File: src/rtl/score_pkg.sv
// Shared types and BCD helpers for the score bank.
// Latency: n/a (types and pure functions only).
// Backpressure: n/a.
package score_pkg;

  typedef logic [3:0] bcd_digit_t;

  typedef enum logic {
    IDLE = 1'b0,
    INC  = 1'b1
  } score_state_e;

  // Widest score the compare helper handles; narrower scores are zero-padded.
  localparam int MAX_DIGITS  = 6;
  localparam int MAX_SCORE_W = 4 * MAX_DIGITS;

  // Increment one BCD digit by carry_in. Returns {digit, carry_out}.
  function automatic logic [4:0] bcd_inc(input bcd_digit_t digit, input logic carry_in);
    logic [4:0] r;
    r = {digit, 1'b0};
    if (carry_in) begin
      if (digit >= 4'd9) r = {4'd0, 1'b1};
      else               r = {digit + 4'd1, 1'b0};
    end
    return r;
  endfunction

  // Magnitude compare of two packed BCD scores, most significant digit first.
  function automatic logic bcd_gt(input logic [MAX_SCORE_W-1:0] a,
                                  input logic [MAX_SCORE_W-1:0] b);
    logic gt;
    logic decided;
    gt      = 1'b0;
    decided = 1'b0;
    for (int i = MAX_DIGITS - 1; i >= 0; i--) begin
      if (!decided && (a[4*i +: 4] != b[4*i +: 4])) begin
        gt      = (a[4*i +: 4] > b[4*i +: 4]);
        decided = 1'b1;
      end
    end
    return gt;
  endfunction

endpackage

File: src/rtl/score_bcd_chain.sv
// One player's NUM_DIGITS BCD ripple counter: +1 per inc cycle, clear, optional saturate.
// Latency: digits update on the edge inc is sampled; wrap pulses the cycle after the overflow edge.
// Backpressure: none; every inc is applied (or absorbed at all-9s when sat=1).
// Ports: clk, rst_n (sync, active low), clr (sync clear), inc, sat,
//        digits (ones in [3:0]), all_nines (combinational), wrap (1-cycle pulse).
module score_bcd_chain
  import score_pkg::*;
#(
  parameter int NUM_DIGITS = 3
) (
  input  logic                    clk,
  input  logic                    rst_n,
  input  logic                    clr,
  input  logic                    inc,
  input  logic                    sat,
  output logic [4*NUM_DIGITS-1:0] digits,
  output logic                    all_nines,
  output logic                    wrap
);

  logic [4*NUM_DIGITS-1:0] nxt;
  logic                    carry_out;

  // Ripple carry through all digits in one cycle.
  always_comb begin
    logic       c;
    logic [4:0] r;
    nxt       = digits;
    all_nines = 1'b1;
    c         = inc;
    r         = '0;
    for (int i = 0; i < NUM_DIGITS; i++) begin
      r              = bcd_inc(digits[4*i +: 4], c);
      nxt[4*i +: 4]  = r[4:1];
      c              = r[0];
      if (digits[4*i +: 4] != 4'd9) all_nines = 1'b0;
    end
    carry_out = c;
  end

  always_ff @(posedge clk) begin
    if (!rst_n || clr) begin
      digits <= '0;
      wrap   <= 1'b0;
    end else begin
      wrap <= 1'b0;
      if (inc) begin
        if (all_nines && sat) begin
          // Hold at all-9s but still report the overflow attempt.
          wrap <= 1'b1;
        end else begin
          digits <= nxt;
          wrap   <= carry_out;
        end
      end
    end
  end

endmodule

File: src/rtl/score_bank.sv
// Multi-player BCD score store: adds a 0..15 point value one count per cycle to a chosen player.
// Latency: add of N completes N cycles after the request edge (fewer if saturating); hiscore 1 cycle.
// Backpressure: ADD_BUSY high while counting; ADD_REQ seen during ADD_BUSY is dropped, not queued.
// Ports: CLK_DRV, RESET_N (sync active low), START_GAME_N (clear scores), ADD_REQ/ADD_PLAYER/ADD_VAL,
//        ADD_BUSY, WRAP_PULSE, DISP_SEL/DISP_SCORE, SCORES, GAME_OVER, HISCORE.
// Optional: define SCORE_HISCORE_EN to enable the high-score register; otherwise HISCORE reads 0.
module score_bank
  import score_pkg::*;
#(
  parameter int NUM_PLAYERS = 2,
  parameter int NUM_DIGITS  = 3,
  parameter bit SATURATE    = 1'b0,
  localparam int PW = (NUM_PLAYERS > 1) ? $clog2(NUM_PLAYERS) : 1,
  localparam int SW = 4 * NUM_DIGITS
) (
  input  logic                      CLK_DRV,
  input  logic                      RESET_N,
  input  logic                      START_GAME_N,
  input  logic                      ADD_REQ,
  input  logic [PW-1:0]             ADD_PLAYER,
  input  logic [3:0]                ADD_VAL,
  output logic                      ADD_BUSY,
  output logic [NUM_PLAYERS-1:0]    WRAP_PULSE,
  input  logic [PW-1:0]             DISP_SEL,
  output logic [SW-1:0]             DISP_SCORE,
  output logic [SW*NUM_PLAYERS-1:0] SCORES,
  input  logic                      GAME_OVER,
  output logic [SW-1:0]             HISCORE
);

  localparam logic [PW:0] NP_W = (PW + 1)'(NUM_PLAYERS);

  score_state_e           state_q, state_d;
  logic [PW-1:0]          player_q, player_d;
  logic [3:0]             rem_q, rem_d;
  logic [NUM_PLAYERS-1:0] inc_vec;
  logic [NUM_PLAYERS-1:0] nines_vec;

  always_ff @(posedge CLK_DRV) begin
    if (!RESET_N) begin
      state_q  <= IDLE;
      player_q <= '0;
      rem_q    <= '0;
    end else begin
      state_q  <= state_d;
      player_q <= player_d;
      rem_q    <= rem_d;
    end
  end

  always_comb begin
    state_d  = state_q;
    player_d = player_q;
    rem_d    = rem_q;
    inc_vec  = '0;
    case (state_q)
      IDLE: begin
        if (ADD_REQ && (ADD_VAL != 4'd0) && ({1'b0, ADD_PLAYER} < NP_W)) begin
          player_d = ADD_PLAYER;
          rem_d    = ADD_VAL;
          state_d  = INC;
        end
      end
      INC: begin
        inc_vec[player_q] = 1'b1;
        rem_d             = rem_q - 4'd1;
        // Last count, or a saturating overflow that ends the add early.
        if ((rem_q == 4'd1) || (SATURATE && nines_vec[player_q])) state_d = IDLE;
      end
      default: state_d = IDLE;
    endcase
    // New game wins over any request or count in progress.
    if (!START_GAME_N) begin
      state_d = IDLE;
      inc_vec = '0;
    end
  end

  assign ADD_BUSY = (state_q == INC);

  for (genvar p = 0; p < NUM_PLAYERS; p++) begin : g_player
    score_bcd_chain #(
      .NUM_DIGITS(NUM_DIGITS)
    ) u_chain (
      .clk      (CLK_DRV),
      .rst_n    (RESET_N),
      .clr      (!START_GAME_N),
      .inc      (inc_vec[p]),
      .sat      (SATURATE),
      .digits   (SCORES[p*SW +: SW]),
      .all_nines(nines_vec[p]),
      .wrap     (WRAP_PULSE[p])
    );
  end

  always_comb begin
    DISP_SCORE = '0;
    for (int p = 0; p < NUM_PLAYERS; p++) begin
      if ({1'b0, DISP_SEL} == (PW + 1)'(p)) DISP_SCORE = SCORES[p*SW +: SW];
    end
  end

`ifdef SCORE_HISCORE_EN
  logic [SW-1:0] hiscore_q;
  logic [SW-1:0] best;

  // Scores feeding this compare are the pre-edge values, so a concurrent count is not seen.
  always_comb begin
    best = hiscore_q;
    for (int p = 0; p < NUM_PLAYERS; p++) begin
      if (bcd_gt(MAX_SCORE_W'(SCORES[p*SW +: SW]), MAX_SCORE_W'(best)))
        best = SCORES[p*SW +: SW];
    end
  end

  always_ff @(posedge CLK_DRV) begin
    if (!RESET_N)       hiscore_q <= '0;
    else if (GAME_OVER) hiscore_q <= best;
  end

  assign HISCORE = hiscore_q;
`else
  logic unused_game_over;
  assign unused_game_over = GAME_OVER;
  assign HISCORE          = '0;
`endif

endmodule

File: config.mk
export PLATFORM = sky130hd
export DESIGN_NAME = score_bank
export DESIGN_NICKNAME = d
export VERILOG_FILES = /design/src/rtl/score_pkg.sv /design/src/rtl/score_bcd_chain.sv /design/src/rtl/score_bank.sv
export SDC_FILE = /design/constraint.sdc
export NUM_CORES = 1
export LEC_CHECK = 0
export ABC_CLOCK_PERIOD_IN_PS = 3550
export BUFFER_PORTS_ARGS = -buffer_cell sky130_fd_sc_hd__buf_2
export CORE_ASPECT_RATIO = 1.25
export CORE_MARGIN = 1
export CORE_UTILIZATION = 50
export CTS_CLUSTER_DIAMETER = 100
export DETAILED_ROUTE_END_ITERATION = 10
export PLACE_DENSITY = 0.77
export SLEW_MARGIN = 25
export SYNTH_ARGS = -nofsm -noshare
export SYNTH_HDL_FRONTEND = slang
export SYNTH_HIERARCHICAL = 1
export SYNTH_SLANG_ARGS = --single-unit
export TNS_END_PERCENT = 5
File: constraint.sdc
create_clock -name CLK_DRV -period 3.55 [get_ports CLK_DRV]
set_clock_uncertainty 0.1 [all_clocks]
set_input_delay 0.1775 -clock CLK_DRV [delete_from_list [all_inputs] [get_ports CLK_DRV]]
set_output_delay 0.1775 -clock CLK_DRV [all_outputs]
set_load 0.02 [all_outputs]
==> metrics.md, run 1 <==
| Metric | Value |
|---|---|
| R2R depth | 5 |
| Reg-to-reg startpoint | ADD_BUSY |
| Die area | 4791 um^2 |
| Leak Pwr | 1.149 nW |
| Initial core utilization | 53.82% |
| Final core utilization | 61.06% |
| Largest net degree at the start of global routing | 15 |
| Netlist Area Pre-Place | 2258 um^2 |
| Skew-Pair Late Insertion Delay | 0.29 ns |
| Setup_tns | 0 ns |
| CP max FO | 14 |
| R2R setup slack | 1.19 ns |
| Clock tree buffer depth | 2 |
| CTS resizes | 0 |
| IO Pins | 62 |
| Worst setup endpoint | g_player[0].u_chain/digits[11] |
| Fin. Hold Viols | 0 |
| Die height | 77.14 um |
| TritonCTS clock tree | built |
| Critical path arrival | 2.41 ns |
| Placed Cells | 344 |
| First-pass GRT wire length | 9156 um |
| Final setup fails | 0 |
| Status | complete, no violations |
| Total of max-cap violations | 0 |
| Hold slack | 0.07808 ns |
| DRT iter0 DRCs | 130 |
| Final worst slack | 1.185 ns |
| Die Wd | 62.11 um |
| DRC | 0 |
| DPL Wire Length | 3924 um |
| Pre-antenna DRT Iters | 4 |
| Final Instance Count excl. Fillers | 352 |
| Share of cells above drive strength 1 | 30.74% |
| Critical path class | reg -> reg |
| Slew headroom | 56.32% |
| ANT nets after route | 0 |
| Mapped Cells | 249 |
| R2R Path End | g_player[0].u_chain/digits[11] |
| Required time worst endpoint | 3.59 ns |
| Worst-Margin Slew | 0.6501 ns |
| Vias | 2042 |
| Critical path endpoint category | flop |
| Diode count | 0 |
| Nets | 326 |
| GRT Util Overall | 23.38% |
| Sink Count | 32 |
| Number of port buffers | 48 |
| Row count | 26 |
| Fillers | 373 |
| RSZ-0062 raised after global routing | no |
| Peak supply drop | 0.2111 mV |
| Post-CTS Setup Repair Bufs | 0 |
| PwrDens | 282.3 nW/um^2 |
| Layout area overhead | 13.46% |
| Via/cell ratio | 5.801 |
| Slew Viols, Final | 0 |
| Initial antenna violation count | 0 |
| Ys Warns | 6 |
| Final Cycle Share | 66.61% |
| Num CTS Buffers | 5 |
| Vias in the first global route | 1993 |
| Syn_area_per_cell | 9.070 um^2 |
| CTS H-tree lvls | 2 |
| Worst min path class | in -> reg |
| Gr ovfl total | 0 |
| Max Clk Rate | 422.9 MHz |
| Detailed Route WL | 5226 um |
| Worst-path clk slew | 0.06 ns |
| GPL Wtd Cong | 0.8697 |
| Root Buffer | clkbuf_8 |
| Place WS | 1.288 ns |
| Routed length per placed instance | 14.85 um |
| Cts hold-fix bufs | 0 |
| CP Launch Type | flop |
| Core area | 4197 um^2 |
| Minimum clock period | 2.365 ns |
| Worst Setup SP | ADD_BUSY |
## flip-flops by register name, indices dropped and copies added (netlist names)
name and flops:
g_player.u_chain/wrap 2, player_q 1, ADD_BUSY 1, rem_q 4, g_player.u_chain/digits 24
## worst max-delay path: stages (launching register included)
cell	delay [ns]
dfxtp_1	0.56
nand2_1	0.11
nor2_1	0.38
nand3_1	0.30
nor3_1	0.62
a211oi_1	0.14
## worst min path at each step
stage / startpoint / cells after the start / to
5_1_grt: ADD_PLAYER / 3 / player_q
4_1_cts: ADD_PLAYER / 3 / player_q
3_3_place_gp: rem_q[1] / 2 / rem_q[1]
6_report: ADD_PLAYER / 3 / player_q
2_1_floorplan: RESET_N / 1 / rem_q[1]
3_5_place_dp: rem_q[1] / 2 / rem_q[1]
## through the flow
stage	power, W	instance area, um^2
after global placement	0.0004428	2470
final	0.0007234	2562
after floorplan	0.0004370	2307
after CTS	0.0007295	2562
after detailed placement	0.0004447	2470
after global routing	0.0007549	2562
## layer usage
layer | wire (um) | global-route usage [%] | vias up
li1 | - | - | 1002
met1 | 2268 | 27.45 | 970
met2 | 2645 | 41.10 | 62
met3 | 236 | 4.613 | 8
met4 | 76 | 9.535 | 0
met5 | 0 | 0 | -
## placed cells by master (no fill, tap or decap), types with 2 or more instances in the layout
cell,count
buf_2,48
dfxtp_1,32
inv_1,22
ha_1,20
conb_1,14
mux2_2,12
nand4_1,12
a21oi_1,11
nand2_1,10
o21ai_0,9
nor3_1,8
a211oi_1,7
clkbuf_8,6
or3b_2,6
o31ai_1,6
nor2_1,5
nand3_1,4
nand4b_1,4
o31ai_2,4
a41oi_1,4
and3_1,3
or2_4,3
nor2b_1,3
nand2b_1,3
clkinv_2,2
nor4_2,2
or4_4,2
and2_4,2
o211a_1,2
a41o_1,2
o311ai_0,2
o31a_1,2
and2_1,2
a31oi_1,2
o2111ai_1,2
and4b_1,2
a32o_1,2
## report_power, final
part           switching (W)  leakage, nW  internal (W)
clock network       0.000132       0.0510      0.000154
logic              0.0000435        0.840     0.0000226
registers         0.00000651        0.259      0.000365
## cell type report
cell class                      instances  area [um^2]  area share [%]
Sequential cell                        32        640.6           25.00
Multi-Input combinational cell        186         1436           56.05
Clock buffer                            6        82.58           3.223
Timing Repair Buffer                   48        240.2           9.375
Tap cell                               56        70.07           2.734
Inverter                               22        82.58           3.223
Clock inverter                          2        10.01          0.3906
Note: power is estimated with default switching activity, not from simulation.
==> inputs of run 2 (changes only) <==
ABC_AREA = 1   (was unset)
ABC_CLOCK_PERIOD_IN_PS = 2300   (was 3550)
PLACE_DENSITY = 0.76   (was 0.77)
clock period = 2.3 ns   (was 3.55 ns; I/O delays follow)
==> metrics.md, run 2 <==
| Metric | Value |
|---|---|
| Int Power | 0.0007949 W |
| Minimum clock period | 1.707 ns |
| Final Cycle Share | 74.24% |
| Mapped Cells | 335 |
| Share of power burned in registers | 53.2% |
| Core area | 4459 um^2 |
| Slew Viols, Final | 0 |
| Vias in the first global route | 1941 |
| Worst Setup SP | ADD_BUSY |
| Fin. Hold Viols | 0 |
| TritonCTS clock tree | built |
| Num CTS Buffers | 5 |
| PwrDens | 400.1 nW/um^2 |
| Die area | 4992 um^2 |
| Clock power frac | 36.1% |
| Critical path endpoint category | flop |
| Setup_tns | 0 ns |
| Fillers | 441 |
| Hold slack | 0.06685 ns |
| Die Wd | 63.40 um |
| Post-CTS Setup Repair Bufs | 0 |
| Most frequent cells in the layout | nand2_1, buf_2, inv_1, nand3_1, dfxtp_1 |
| Switching Power | 0.0002764 W |
| CTS resizes | 0 |
| Final setup fails | 0 |
| Biggest regs | g_player.u_chain/digits: 24 flops, rem_q: 4 flops, g_player.u_chain/wrap: 2 flops |
| Leak Pwr | 1.375 nW |
| Skew-Pair Late Insertion Delay | 0.28 ns |
| Nets | 421 |
| Post-layout power | 0.001071 W |
| First-pass GRT wire length | 8155 um |
| Reg-to-reg startpoint | ADD_BUSY |
| Initial antenna violation count | 0 |
| GPL Wtd Cong | 0.8740 |
| Root Buffer | clkbuf_8 |
| GRT Util Overall | 20.36% |
| Status | complete, no violations |
| ANT nets after route | 0 |
| Routed length per placed instance | 10.81 um |
| Largest net degree at the start of global routing | 15 |
| Sink Count | 32 |
| CP max FO | 14 |
| Total of max-cap violations | 0 |
| Cts hold-fix bufs | 3 |
| Peak supply drop | 0.2359 mV |
| Ys Warns | 6 |
| Largest register by flop count | g_player.u_chain/digits |
| RSZ-0062 raised after global routing | no |
| Share of cells above drive strength 1 | 25.00% |
| Worst min path class | in -> reg |
| Clock tree buffer depth | 2 |
| Max Clk Rate | 585.7 MHz |
| CTS H-tree lvls | 2 |
| Pre-antenna DRT Iters | 4 |
| Vias | 2202 |
| Commonest non-fill, non-tap cell in the layout | nand2_1 |
| Comb power frac | 10.6% |
| Max FFs per register | 24 |
| Syn_area_per_cell | 7.033 um^2 |
| DPL Wire Length | 3657 um |
| Die height | 78.75 um |
| Critical path arrival | 1.82 ns |
| Initial core utilization | 52.83% |
| Netlist Area Pre-Place | 2356 um^2 |
| Number of port buffers | 48 |
| CP Launch Type | flop |
| Worst-path clk slew | 0.06 ns |
| Row count | 27 |
| Detailed Route WL | 4823 um |
| DRC | 0 |
| Diode count | 0 |
| Gr ovfl total | 0 |
| Critical path class | reg -> reg |
| DRT iter0 DRCs | 119 |
| Layout area overhead | 13.65% |
| Worst hold start | ADD_REQ |
| Via/cell ratio | 4.937 |
| Switching Fraction | 25.80% |
| IO Pins | 62 |
| Required time worst endpoint | 2.42 ns |
run 2: cell count changes in the layout (fill, tap and decap cells not counted), sizes merged, moves of 4 or more:
cell / change
nand3: +39
o31ai: -10
o21ai: -7
inv: +22
or3b: -6
nand4b: -4
nand2: +81
and2: -4
nor2: +24
nand4: -9
a21oi: +11
a41oi: -4
a211oi: -7
run 2: power groups by stage:
stage | clock network, W | logic, W | registers, W
final | 0.000387 | 0.000114 | 0.000570
after global routing | 0.000427 | 0.000130 | 0.000572
after CTS | 0.000401 | 0.000114 | 0.000570
after detailed placement | 0 | 0.000110 | 0.000583
after global placement | 0 | 0.000107 | 0.000583
after floorplan | 0 | 0.0000997 | 0.000583
run 2: final cells by class:
cell class	count	area (um^2)	share of cell area [%]
Sequential cell	32	640.6	23.93
Multi-Input combinational cell	252	1438	53.69
Clock buffer	5	68.82	2.570
Timing Repair Buffer	53	285.3	10.65
Tap cell	58	72.57	2.710
Inverter	46	172.7	6.449
run 2: worst paths after layout:
kind	end	slack, ns	cells after the start
hold reg to reg	rem_q[2]	0.42	2
setup / recovery	g_player[1].u_chain/digits[9]	0.59	8
hold / removal	ADD_BUSY	0.07	3
setup reg to reg	g_player[1].u_chain/digits[9]	0.59	8
run 2: metrics by stage:
stage                     utilization, %  instances  setup WS, ns  cell area (um^2)
after floorplan                        -        348        0.3770              2405
final                              60.04        446        0.5926              2678
after global placement             57.83        438        0.6308              2579
after global routing               60.04        446        0.3957              2678
after CTS                          60.04        446        0.5902              2678
after detailed placement           57.83        438        0.6085              2579
run 2: layer usage:
metal | wire length (um) | global-route usage [%] | vias up | share of wire (%)
met1 | 2201 | 23.43 | 986 | 46
li1 | - | - | 1155 | -
met2 | 2353 | 36.60 | 56 | 49
met4 | 55 | 6.818 | 0 | 1.1
met3 | 213 | 4.598 | 5 | 4.4
met5 | 0 | 0 | - | 0
run 2: critical path, stage by stage (launching register included):
cell,delay [ns]
dfxtp_1,0.40
inv_2,0.14
nor3_1,0.34
nand3_2,0.19
nor2_4,0.17
nand2_2,0.11
nand2_1,0.07
nand2_1,0.05
nor2_1,0.07
